--- config.mk ---
export PLATFORM = sky130hd
export DESIGN_NAME = quad_encoder_emulator_flat
export DESIGN_NICKNAME = d
export VERILOG_FILES = /design/src/rtl/quad_encoder_emulator_if.sv /design/src/rtl/quad_encoder_emulator.sv /design/src/flat_wrapper.sv
export SDC_FILE = /design/constraint.sdc
export NUM_CORES = 1
export LEC_CHECK = 0
export CAP_MARGIN = 10
export CORE_MARGIN = 5
export CORE_UTILIZATION = 58
export DETAILED_ROUTE_END_ITERATION = 6
export GPL_TIMING_DRIVEN = 0
export PLACE_DENSITY = 0.82
export SLEW_MARGIN = 40
export SYNTH_ARGS = -nofsm -noshare
export SYNTH_HDL_FRONTEND = slang
export SYNTH_SLANG_ARGS = --single-unit
--- constraint.sdc ---
create_clock -name clk -period 9.65 [get_ports clk]
set_input_delay 1.4475 -clock clk [delete_from_list [all_inputs] [get_ports clk]]
set_output_delay 1.4475 -clock clk [all_outputs]
set_load 0.02 [all_outputs]
--- src/rtl/quad_encoder_emulator_if.sv ---
// Move-command channel of the quadrature encoder emulator: a signed step
// count, an edge period, a valid/ready handshake and an abort request.
interface quad_encoder_emulator_if #(
  parameter int REG_MAX = 64,
  parameter int DIV_W   = 16
);
  logic               cmd_valid;
  logic               cmd_ready;
  logic [REG_MAX-1:0] cmd_steps;
  logic [DIV_W-1:0]   cmd_period;
  logic               abort;

  modport master (output cmd_valid, cmd_steps, cmd_period, abort, input cmd_ready);
  modport slave  (input cmd_valid, cmd_steps, cmd_period, abort, output cmd_ready);
endinterface

--- src/rtl/quad_encoder_emulator.sv ---
// Quadrature encoder emulator: emits |cmd_steps| A/B edges spaced cmd_period
// clocks apart, tracks emitted position and drives a once-per-rev index.
module quad_encoder_emulator #(
  parameter int REG_MAX = 64,
  parameter int DIV_W   = 16,
  parameter int CPR     = 4000
) (
  input  logic                      clk,
  input  logic                      rst,
  quad_encoder_emulator_if.slave    cmd,
  output logic                      phaseA,
  output logic                      phaseB,
  output logic                      index,
  output logic                      busy,
  output logic                      done,
  output logic signed [REG_MAX-1:0] position
);
  localparam int                 REV_W      = $clog2(CPR);
  localparam logic [REV_W-1:0]   REV_LAST   = REV_W'(CPR - 1);
  localparam logic [REV_W-1:0]   REV_ONE    = REV_W'(1);
  localparam logic [DIV_W-1:0]   PERIOD_MIN = DIV_W'(2);
  localparam logic [DIV_W-1:0]   TIMER_ONE  = DIV_W'(1);
  localparam logic [REG_MAX-1:0] STEP_ONE   = REG_MAX'(1);

  typedef enum logic {IDLE, RUN} state_t;

  state_t             state, state_next;
  logic [REG_MAX-1:0] remaining;
  logic               dir;
  logic [DIV_W-1:0]   period;
  logic [DIV_W-1:0]   timer;
  logic [1:0]         q;
  logic [REV_W-1:0]   rev;

  logic               accept, cmd_zero;
  logic               edge_fire, last_edge, move_end;
  logic [1:0]         q_next;
  logic [REV_W-1:0]   rev_next;

  assign cmd.cmd_ready = (state == IDLE) && !cmd.abort;
  assign accept        = cmd.cmd_valid && cmd.cmd_ready;
  assign cmd_zero      = (cmd.cmd_steps == '0);
  assign busy          = (state == RUN);

  always_comb begin
    // NOTE: every signal driven here gets a default first, so no path can infer a latch.
    state_next = state;
    edge_fire  = 1'b0;
    last_edge  = 1'b0;
    move_end   = 1'b0;
    case (state)
      IDLE: if (accept && !cmd_zero) state_next = RUN;
      RUN: begin
        // Abort wins over an expiring timer: no edge on the aborting cycle.
        edge_fire = !cmd.abort && (timer == period - TIMER_ONE);
        last_edge = edge_fire && (remaining == STEP_ONE);
        move_end  = cmd.abort || last_edge;
        if (move_end) state_next = IDLE;
      end
    endcase
  end

  always_comb begin
    q_next   = dir ? q - 2'd1 : q + 2'd1;
    rev_next = rev;
    if (dir) rev_next = (rev == '0) ? REV_LAST : rev - REV_ONE;
    else     rev_next = (rev == REV_LAST) ? '0 : rev + REV_ONE;
  end

  always_ff @(posedge clk) begin
    if (rst) state <= IDLE;
    else     state <= state_next;
  end

  // NOTE: state is updated with non-blocking assignments only, so every register
  // samples pre-edge values regardless of statement order.
  always_ff @(posedge clk) begin
    if (rst) begin
      // NOTE: everything is reset here; there is no storage array to leave unreset.
      remaining <= '0;
      dir       <= 1'b0;
      period    <= PERIOD_MIN;
      timer     <= '0;
      q         <= 2'd0;
      rev       <= '0;
      phaseA    <= 1'b0;
      phaseB    <= 1'b0;
      index     <= 1'b1;
      position  <= '0;
      done      <= 1'b0;
    end else begin
      done <= (accept && cmd_zero) || move_end;
      if (accept) begin
        // Two's-complement negate keeps the most-negative count exact as unsigned.
        remaining <= cmd.cmd_steps[REG_MAX-1] ? (~cmd.cmd_steps + STEP_ONE) : cmd.cmd_steps;
        dir       <= cmd.cmd_steps[REG_MAX-1];
        period    <= (cmd.cmd_period < PERIOD_MIN) ? PERIOD_MIN : cmd.cmd_period;
        timer     <= '0;
      end else if (state == RUN) begin
        timer <= edge_fire ? '0 : timer + TIMER_ONE;
        if (edge_fire) begin
          // q0..q3 -> {A,B} = 00,10,11,01 (Gray sequence, A leads B going forward)
          q         <= q_next;
          phaseA    <= q_next[1] ^ q_next[0];
          phaseB    <= q_next[1];
          position  <= dir ? position - STEP_ONE : position + STEP_ONE;
          rev       <= rev_next;
          index     <= (rev_next == '0);
          remaining <= remaining - STEP_ONE;
        end
      end
    end
  end
endmodule
--- src/flat_wrapper.sv ---
// flat-port wrapper written by rule: the top's interface ports become plain ports
module quad_encoder_emulator_flat 
#(
  parameter int REG_MAX = 64,
  parameter int DIV_W   = 16,
  parameter int CPR     = 4000
)
  (clk, rst, phaseA, phaseB, index, busy, done, position, cmd_cmd_valid, cmd_cmd_steps, cmd_cmd_period, cmd_abort, cmd_cmd_ready);
  quad_encoder_emulator_if #(.REG_MAX(REG_MAX), .DIV_W(DIV_W)) cmd_i ();
  input  logic clk;
  input  logic rst;
  output logic phaseA;
  output logic phaseB;
  output logic index;
  output logic busy;
  output logic done;
  output logic signed [REG_MAX-1:0] position;
  input wire logic [$bits(cmd_i.cmd_valid)-1:0] cmd_cmd_valid;
  input wire logic [$bits(cmd_i.cmd_steps)-1:0] cmd_cmd_steps;
  input wire logic [$bits(cmd_i.cmd_period)-1:0] cmd_cmd_period;
  input wire logic [$bits(cmd_i.abort)-1:0] cmd_abort;
  output wire logic [$bits(cmd_i.cmd_ready)-1:0] cmd_cmd_ready;
  assign cmd_i.cmd_valid = cmd_cmd_valid;
  assign cmd_i.cmd_steps = cmd_cmd_steps;
  assign cmd_i.cmd_period = cmd_cmd_period;
  assign cmd_i.abort = cmd_abort;
  assign cmd_cmd_ready = cmd_i.cmd_ready;
  quad_encoder_emulator #(.REG_MAX(REG_MAX), .DIV_W(DIV_W), .CPR(CPR)) u_core (.clk(clk), .rst(rst), .cmd(cmd_i), .phaseA(phaseA), .phaseB(phaseB), .index(index), .busy(busy), .done(done), .position(position));
endmodule
Yosys cells after proc, flatten, opt, wreduce, memory -nomap -nowiden --
Index checks and enable logic that the tools add are counted.
Storage, ports and cells: logic and storage cells 64, flip-flop bits (word level) 180, bits of input ports 84, output and inout bits 70
Operators by class: multiplexer cells 16, bitwise logic cells 4, magnitude comparators 1, add/sub/neg operators 10, reduce and logical (&&, ||, !) cells 18, eq/ne operators 3
Operators by type and width (number):
- two-way mux 64 bit | 5
- adder 64 x 1 -> 64 bit, second input constant | 2
- subtractor 64 x 1 -> 64 bit, second input constant | 2
- equality test 64 x 1 -> 1 bit, second input constant | 1
- logical NOT 64 bit | 1
- inverter 64 bit | 1
- two-way mux 12 bit | 3
- two-way mux 16 bit | 2
- logical NOT 12 bit | 2
- adder 16 x 1 -> 16 bit, second input constant | 1
- equality test 16 bit | 1
- < comparator 16 x 2 -> 1 bit, second input constant | 1
- subtractor 16 x 1 -> 16 bit, second input constant | 1
- adder 12 x 1 -> 12 bit, second input constant | 1
- equality test 12 bit, second input constant | 1
- subtractor 12 x 1 -> 12 bit, second input constant | 1
- logical AND 1 bit | 6
- two-way mux 1 bit | 4
- nonzero test 2 bit | 2
- AND reduction 3 bit | 1
- adder 2 x 1 -> 2 bit, second input constant | 1
- logical NOT 1 bit | 2
- logical OR 1 bit | 2
- two-way mux 2 bit | 1
- other kinds (6) | 7

Depth between registers and ports, before layout --
depth after elaboration 7, gate-level depth with buffers 15, mapped depth without buffers 12

Worst setup path after synthesis --
No wires, ideal clock.
kind register to register, start reg u_core.dir, end reg u_core.position[47], path slack 5.301 ns, setup time 0.126 ns, path buffers 0, clock period less this slack 4.349 ns, cell stages (with the launch flop) 12, data required time 9.524 ns, data arrival time 4.222 ns, cell sequence dfxtp_1 > ha_1 > and2_1 > a221oi_1 > a21oi_1 > o31ai_1 > o21ai_0 > a221oi_1 > o31ai_1 > a41oi_1 > or3_1 > nand3_1
On the way: cells in the longest elaborated chain, start to end 1
RTL lines:
- start: declaration | RTL line quad_encoder_emulator.sv:29 | logic dir;
- start signal: assignment | RTL line quad_encoder_emulator.sv:96 | dir <= cmd.cmd_steps[REG_MAX-1];
- two-way mux 64 bit | RTL line quad_encoder_emulator.sv:106 | position <= dir ? position - STEP_ONE : position + STEP_ONE;
- end signal: assignment | RTL line quad_encoder_emulator.sv:106
- end: declaration | RTL line quad_encoder_emulator.sv:16 | output logic signed [REG_MAX-1:0] position
Every way passes these cells. A chain may end at the register's enable or synchronous reset.

Worst setup path after layout --
start reg u_core.dir, end reg u_core.position[62]
Same word-level chain as after synthesis.

==> impl_results.html <==
<table>
<tr><th>Metric</th><th>Value</th></tr>
<tr><th colspan="2">Final layout</th></tr>
<tr><td>Layout cell share with drive strength beyond 1</td><td>0.0393</td></tr>
<tr><td>Ant diodes</td><td>0</td></tr>
<tr><td>Net count reported at finish</td><td>between 2,000 and 2,500</td></tr>
<tr><td>Number of filler instances in the final layout</td><td>2,009</td></tr>
<tr><td>Footprint of the multi-input gates</td><td>9770 um2</td></tr>
<tr><td>Sequential Area</td><td>3590 um2</td></tr>
<tr><td>Area added between synthesis and finish</td><td>18.7%</td></tr>
<tr><th colspan="2">Critical path</th></tr>
<tr><td>Slowest cell on the critical path</td><td>a21boi_0</td></tr>
<tr><td>Setup crit start kind</td><td>register</td></tr>
<tr><td>Kind of end point of the critical path</td><td>register</td></tr>
<tr><td>Setup CP Type</td><td>register to register</td></tr>
<tr><td>Data required time of the worst path</td><td>approximately 10 ns</td></tr>
<tr><td>Critical path buffer and inverter count</td><td>3</td></tr>
<tr><td>Critical path's top delay family</td><td>compound AO/OA/AOI/OAI gates</td></tr>
<tr><td>Delay of the slowest critical-path stage</td><td>0.61 ns</td></tr>
<tr><td>CP Cell Sequence</td><td>buf_12, inv_1, clkbuf_1, fa_1, nand2b_1, a21oi_1, o211a_1, a221oi_1, o221ai_1, nand4_1, a21boi_0, a32oi_1, nand3_1, o211ai_1</td></tr>
<tr><td>Logic depth of the worst register-to-register path</td><td>14</td></tr>
<tr><td>Biggest fanout along the worst timing path</td><td>37</td></tr>
<tr><td>Depth of the critical timing path with buffers and inverters included</td><td>14</td></tr>
<tr><td>Data arrival time of the worst path</td><td>~4.9 ns</td></tr>
<tr><th colspan="2">Logic synthesis</th></tr>
<tr><td>Synthesized cell area</td><td>between 10,000 and 15,000 um2</td></tr>
<tr><td>Syn Nets</td><td>~2,000</td></tr>
<tr><td>Simple-gate share of the synthesized area</td><td>0.265</td></tr>
<tr><td>Number of synthesized flops with an enable pin</td><td>0</td></tr>
<tr><td>Proportion of netlist area held by the largest area contributor</td><td>0.259</td></tr>
<tr><td>Seq/Total Area, Yosys</td><td>0.259</td></tr>
<tr><td>Main combinational cell family by area after synthesis</td><td>simple AND/OR/NAND/NOR gates</td></tr>
<tr><td>Multiplexer share of the synthesized area</td><td>0.00822</td></tr>
<tr><td>Flip-flop and latch count after synthesis</td><td>roughly 180</td></tr>
<tr><td>Cell taking the most area after synthesis</td><td>dfxtp_1</td></tr>
<tr><td>Area contributors post-synth</td><td>dfxtp_1 26%, xnor2_1 7.9%, a21oi_1 7.1%</td></tr>
<tr><td>Post-Syn Instances</td><td>1,874</td></tr>
<tr><td>Synth Area in XOR/XNOR</td><td>0.127</td></tr>
<tr><td>Compound-Gate Fraction of Synth Area</td><td>0.239</td></tr>
<tr><td>Adder-Cell Fraction of Synth Area</td><td>0.0647</td></tr>
<tr><td>Count of yosys warnings during synthesis</td><td>0</td></tr>
<tr><td>Fraction of registers with async set/reset</td><td>0</td></tr>
<tr><td>Predominant post-synthesis flop cell</td><td>dfxtp_1</td></tr>
<tr><td>Mean instance size in the synthesized netlist</td><td>7.39 um2</td></tr>
<tr><td>Distinct cell type count of the synthesized netlist</td><td>75</td></tr>
<tr><th colspan="2">Timing</th></tr>
<tr><td>Final critical path time including I/O delays and setup</td><td>between 4 and 5 ns</td></tr>
<tr><td>Pins Over Slew Limit</td><td>0</td></tr>
<tr><td>Max-Slew Margin vs Limit</td><td>0.433</td></tr>
<tr><td>Max Fclk</td><td>~0.22 GHz</td></tr>
<tr><td>Post-route worst hold slack</td><td>roughly 0.46 ns</td></tr>
<tr><td>Worst clock skew</td><td>about 0.024 ns</td></tr>
<tr><td>Final setup fails</td><td>0</td></tr>
<tr><td>Unrepaired setup endpoints after global routing</td><td>no</td></tr>
<tr><td>Least setup slack across all paths after layout</td><td>slightly above 5 ns</td></tr>
<tr><td>Final clock period utilization by the worst path</td><td>0.477</td></tr>
<tr><td>Pin slew with the least headroom to its limit</td><td>roughly 0.85 ns</td></tr>
<tr><td>Aggregate negative setup slack</td><td>0 ns</td></tr>
<tr><td>Number of failing hold endpoints at the final stage</td><td>0</td></tr>
<tr><th colspan="2">Worst hold path</th></tr>
<tr><td>Class of the tightest hold or removal check</td><td>register to register</td></tr>
<tr><td>Number of cells traversed by the worst hold path</td><td>2</td></tr>
<tr><th colspan="2">Clock tree</th></tr>
<tr><td>Post-CTS Setup Repair Bufs</td><td>0</td></tr>
<tr><td>Later-pin clock latency in the skew report</td><td>between 0.4 and 0.5 ns</td></tr>
<tr><td>CTS sink cnt</td><td>around 180</td></tr>
<tr><td>Buffer cell driving the clock tree root</td><td>clkbuf_16</td></tr>
<tr><td>CTS H-tree lvls</td><td>4</td></tr>
<tr><td>Total of cells resized after clock tree synthesis</td><td>0</td></tr>
<tr><td>Number of clock buffers inserted by TritonCTS</td><td>17</td></tr>
<tr><td>Buffers from clock root to sink, at most</td><td>2</td></tr>
<tr><td>Total of hold buffers inserted after clock tree synthesis</td><td>0</td></tr>
<tr><td>TritonCTS clock tree</td><td>built</td></tr>
<tr><td>CTS clk-pin slew, worst paths</td><td>around 0.08 ns</td></tr>
<tr><th colspan="2">Pwr</th></tr>
<tr><td>Sequential share of power</td><td>0.429</td></tr>
<tr><td>Maximum vdd ir drop</td><td>0.0903 mV</td></tr>
<tr><td>Power per cell area</td><td>roughly 110 nW/um2</td></tr>
<tr><td>Switching component of the power</td><td>about 0.57 mW</td></tr>
<tr><td>Combinational share of power</td><td>0.164</td></tr>
<tr><td>Internal power</td><td>between 1 and 1.5 mW</td></tr>
<tr><td>Cell leakage power</td><td>about 6.2 nW</td></tr>
<tr><td>Net Sw Frac</td><td>0.311</td></tr>
<tr><td>Clk pwr share</td><td>0.407</td></tr>
<tr><th colspan="2">GRT</th></tr>
<tr><td>Maximum number of pins on one net before global-route repair</td><td>38</td></tr>
<tr><td>Antenna violations before repair</td><td>0</td></tr>
<tr><td>Overflow left after global routing</td><td>0</td></tr>
<tr><td>Vias in the first global route</td><td>between 10,000 and 15,000</td></tr>
<tr><td>Overall fraction of global-route tracks in use</td><td>0.326</td></tr>
<tr><td>Global-route wire length before repair</td><td>between 70 and 80 mm</td></tr>
<tr><th colspan="2">Floorplanning</th></tr>
<tr><td>Starting density of the core</td><td>0.590</td></tr>
<tr><td>Total die area</td><td>about 27,000 um2</td></tr>
<tr><td>Cell Rows</td><td>56</td></tr>
<tr><td>Boundary Pins</td><td>154</td></tr>
<tr><td>Width of the die</td><td>165 um</td></tr>
<tr><td>Die H</td><td>165 um</td></tr>
<tr><td>Core region area</td><td>about 23,000 um2</td></tr>
<tr><th colspan="2">Route</th></tr>
<tr><td>Final wirelength</td><td>45.1 mm</td></tr>
<tr><td>Topmost layer with routed signal wires</td><td>met4</td></tr>
<tr><td>Post-detailed-route wirelength per cell</td><td>between 15 and 20 um</td></tr>
<tr><td>Total length of routed met3 wires</td><td>3.62 mm</td></tr>
<tr><td>Final antenna-violating net count</td><td>0</td></tr>
<tr><td>Initial DRC Count</td><td>1,386</td></tr>
<tr><td>Met2 wire length</td><td>20.9 mm</td></tr>
<tr><td>Average via count per standard cell</td><td>about 6.3</td></tr>
<tr><td>Routed metal-1 wirelength</td><td>roughly 19 mm</td></tr>
<tr><td>Vias after detailed routing</td><td>15,011</td></tr>
<tr><td>Number of detailed-routing iterations run before antenna repair</td><td>6</td></tr>
<tr><td>Drt drc</td><td>0</td></tr>
<tr><th colspan="2">Place</th></tr>
<tr><td>Final Wtd Congestion</td><td>0.942</td></tr>
<tr><td>Count of buffers inserted at the top-level ports</td><td>~150</td></tr>
<tr><td>Worst slack after detailed placement</td><td>roughly 4.7 ns</td></tr>
<tr><td>Hpwl dp</td><td>between 30 and 40 mm</td></tr>
<tr><th colspan="2">Run status</th></tr>
<tr><td>Result of the run</td><td>complete, no violations</td></tr>
<tr><th colspan="2">Run</th></tr>
<tr><td>Max-capacitance violation count</td><td>0</td></tr>
</table>
-- kinds of logic (layout without fill, tap and decap cells) --
kind of cell / count (synthesis) / count (layout)
AO/OA/AOI/OAI: 532 / 532
XOR/XNOR: 201 / 201
adder cells (fa/ha/maj): 71 / 71
buffers and inverters: 131 / 316
flip-flops: 179 / 179
multiplexers: 11 / 11
AND/OR/NAND/NOR: 749 / 749
-- sequential cells by signal, summed over array words and instances, names as in the netlist --
| name | cells |
|---|---|
| u_core.position | 64 |
| u_core.remaining | 64 |
| u_core.period | 16 |
| u_core.timer | 16 |
| u_core.rev | 12 |
| u_core.q | 2 |
| u_core.busy | 1 |
| u_core.dir | 1 |
| u_core.done | 1 |
| u_core.index | 1 |
| u_core.phaseA | 1 |
-- worst reg2reg max path: stages, from the launching register on --
cell	delay, ns
dfxtp_4	0.60
buf_12	0.29
inv_1	0.09
clkbuf_1	0.28
fa_1	0.47
nand2b_1	0.20
a21oi_1	0.37
o211a_1	0.25
a221oi_1	0.12
o221ai_1	0.45
nand4_1	0.26
a21boi_0	0.61
a32oi_1	0.24
nand3_1	0.14
o211ai_1	0.09
-- worst paths after layout --
kind | from | to | slack [ns]
max | u_core.dir | u_core.position[62] | 5.04
min | u_core.phaseA | u_core.phaseA | 0.46
max reg2reg | u_core.dir | u_core.position[62] | 5.04
min reg2reg | u_core.phaseA | u_core.phaseA | 0.46
-- layout make-up --
class / count / area share
inverters: 31 / 0.00708
repair buffers: 153 / 0.0938
plain buffers: 100 / 0.0244
multi-input cells: 1564 / 0.594
clock inverters: 14 / 0.0113
well taps: 319 / 0.0243
clock buffers: 18 / 0.0267
flip-flops and latches: 179 / 0.218
-- placed cells by master, fill, tap and decap left out, types with 6 or more instances in the layout --
| cell | instances |
|---|---|
| or4_1 | 13 |
| o21bai_1 | 13 |
| ha_1 | 70 |
| dfxtp_1 | 178 |
| xor2_1 | 76 |
| clkbuf_16 | 17 |
| mux2i_1 | 8 |
| a21o_1 | 41 |
| xnor2_1 | 125 |
| nor3_1 | 42 |
| buf_2 | 12 |
| or3_1 | 28 |
| o21ai_0 | 106 |
| a21oi_1 | 196 |
| a211oi_1 | 31 |
| a221oi_1 | 6 |
| o41ai_1 | 9 |
| or2_2 | 10 |
| nor3b_1 | 14 |
| o31ai_1 | 26 |
| nor2_1 | 171 |
| nand2b_1 | 15 |
| o211ai_1 | 17 |
| and2_1 | 10 |
| a31oi_1 | 16 |
| o22ai_1 | 13 |
| nor2b_1 | 12 |
| nand3b_1 | 6 |
| inv_1 | 31 |
| and3_1 | 23 |
| nand2_1 | 256 |
| clkdlybuf4s50_1 | 152 |
| o21a_1 | 8 |
| nand3_1 | 51 |
| nand4_1 | 41 |
| nor4_1 | 23 |
| clkbuf_1 | 81 |
-- per-stage QoR --
| stage | total power, mW | utilization | cell area, um2 | std cells |
|---|---|---|---|---|
| after floorplan | 0.981 | - | 13900 | 1874 |
| after global placement | 1.09 | 0.672 | 15800 | 2345 |
| after detailed placement | 1.09 | 0.673 | 15800 | 2346 |
| after CTS | 1.82 | 0.700 | 16400 | 2378 |
| after global routing | 1.89 | 0.700 | 16400 | 2378 |
| final | 1.83 | 0.700 | 16400 | 2378 |
-- synthesized netlist by cell type, types with 5 or more instances --
cell type / number
nor4_1: 23
or2_2: 10
nor3_1: 43
nor2b_1: 12
inv_1: 31
and2_1: 10
o21a_1: 8
buf_2: 12
o221ai_1: 5
xnor2_1: 125
dfxtp_1: 179
and4_1: 5
a211oi_1: 31
a31oi_1: 16
nor2_1: 171
or3_1: 28
o21ai_0: 106
nand4b_1: 5
or4_1: 13
nand2_1: 256
buf_1: 5
nand3_1: 51
o21bai_1: 13
o41ai_1: 9
mux2i_1: 8
nand3b_1: 6
a221oi_1: 6
nand4_1: 41
nand2b_1: 15
o211ai_1: 17
a21oi_1: 196
o22ai_1: 13
and3_1: 23
o31ai_1: 27
ha_1: 70
nor3b_1: 14
a21o_1: 41
xor2_1: 76
clkbuf_1: 81
-- power groups by stage --
stage | Combinational (mW) | Clock [mW] | Sequential, mW
6_report | 0.300 | 0.745 | 0.786
5_1_grt | 0.325 | 0.777 | 0.789
4_1_cts | 0.294 | 0.743 | 0.785
3_5_place_dp | 0.292 | 0 | 0.802
3_3_place_gp | 0.284 | 0 | 0.803
2_1_floorplan | 0.183 | 0 | 0.798
-- routing by layer --
| metal | track usage | vias up |
|---|---|---|
| li1 | - | 7147 |
| met1 | 0.411 | 6961 |
| met2 | 0.551 | 741 |
| met3 | 0.0522 | 162 |
| met4 | 0.140 | 0 |
| met5 | 0 | - |
Power figures use the tool's default switching activity.
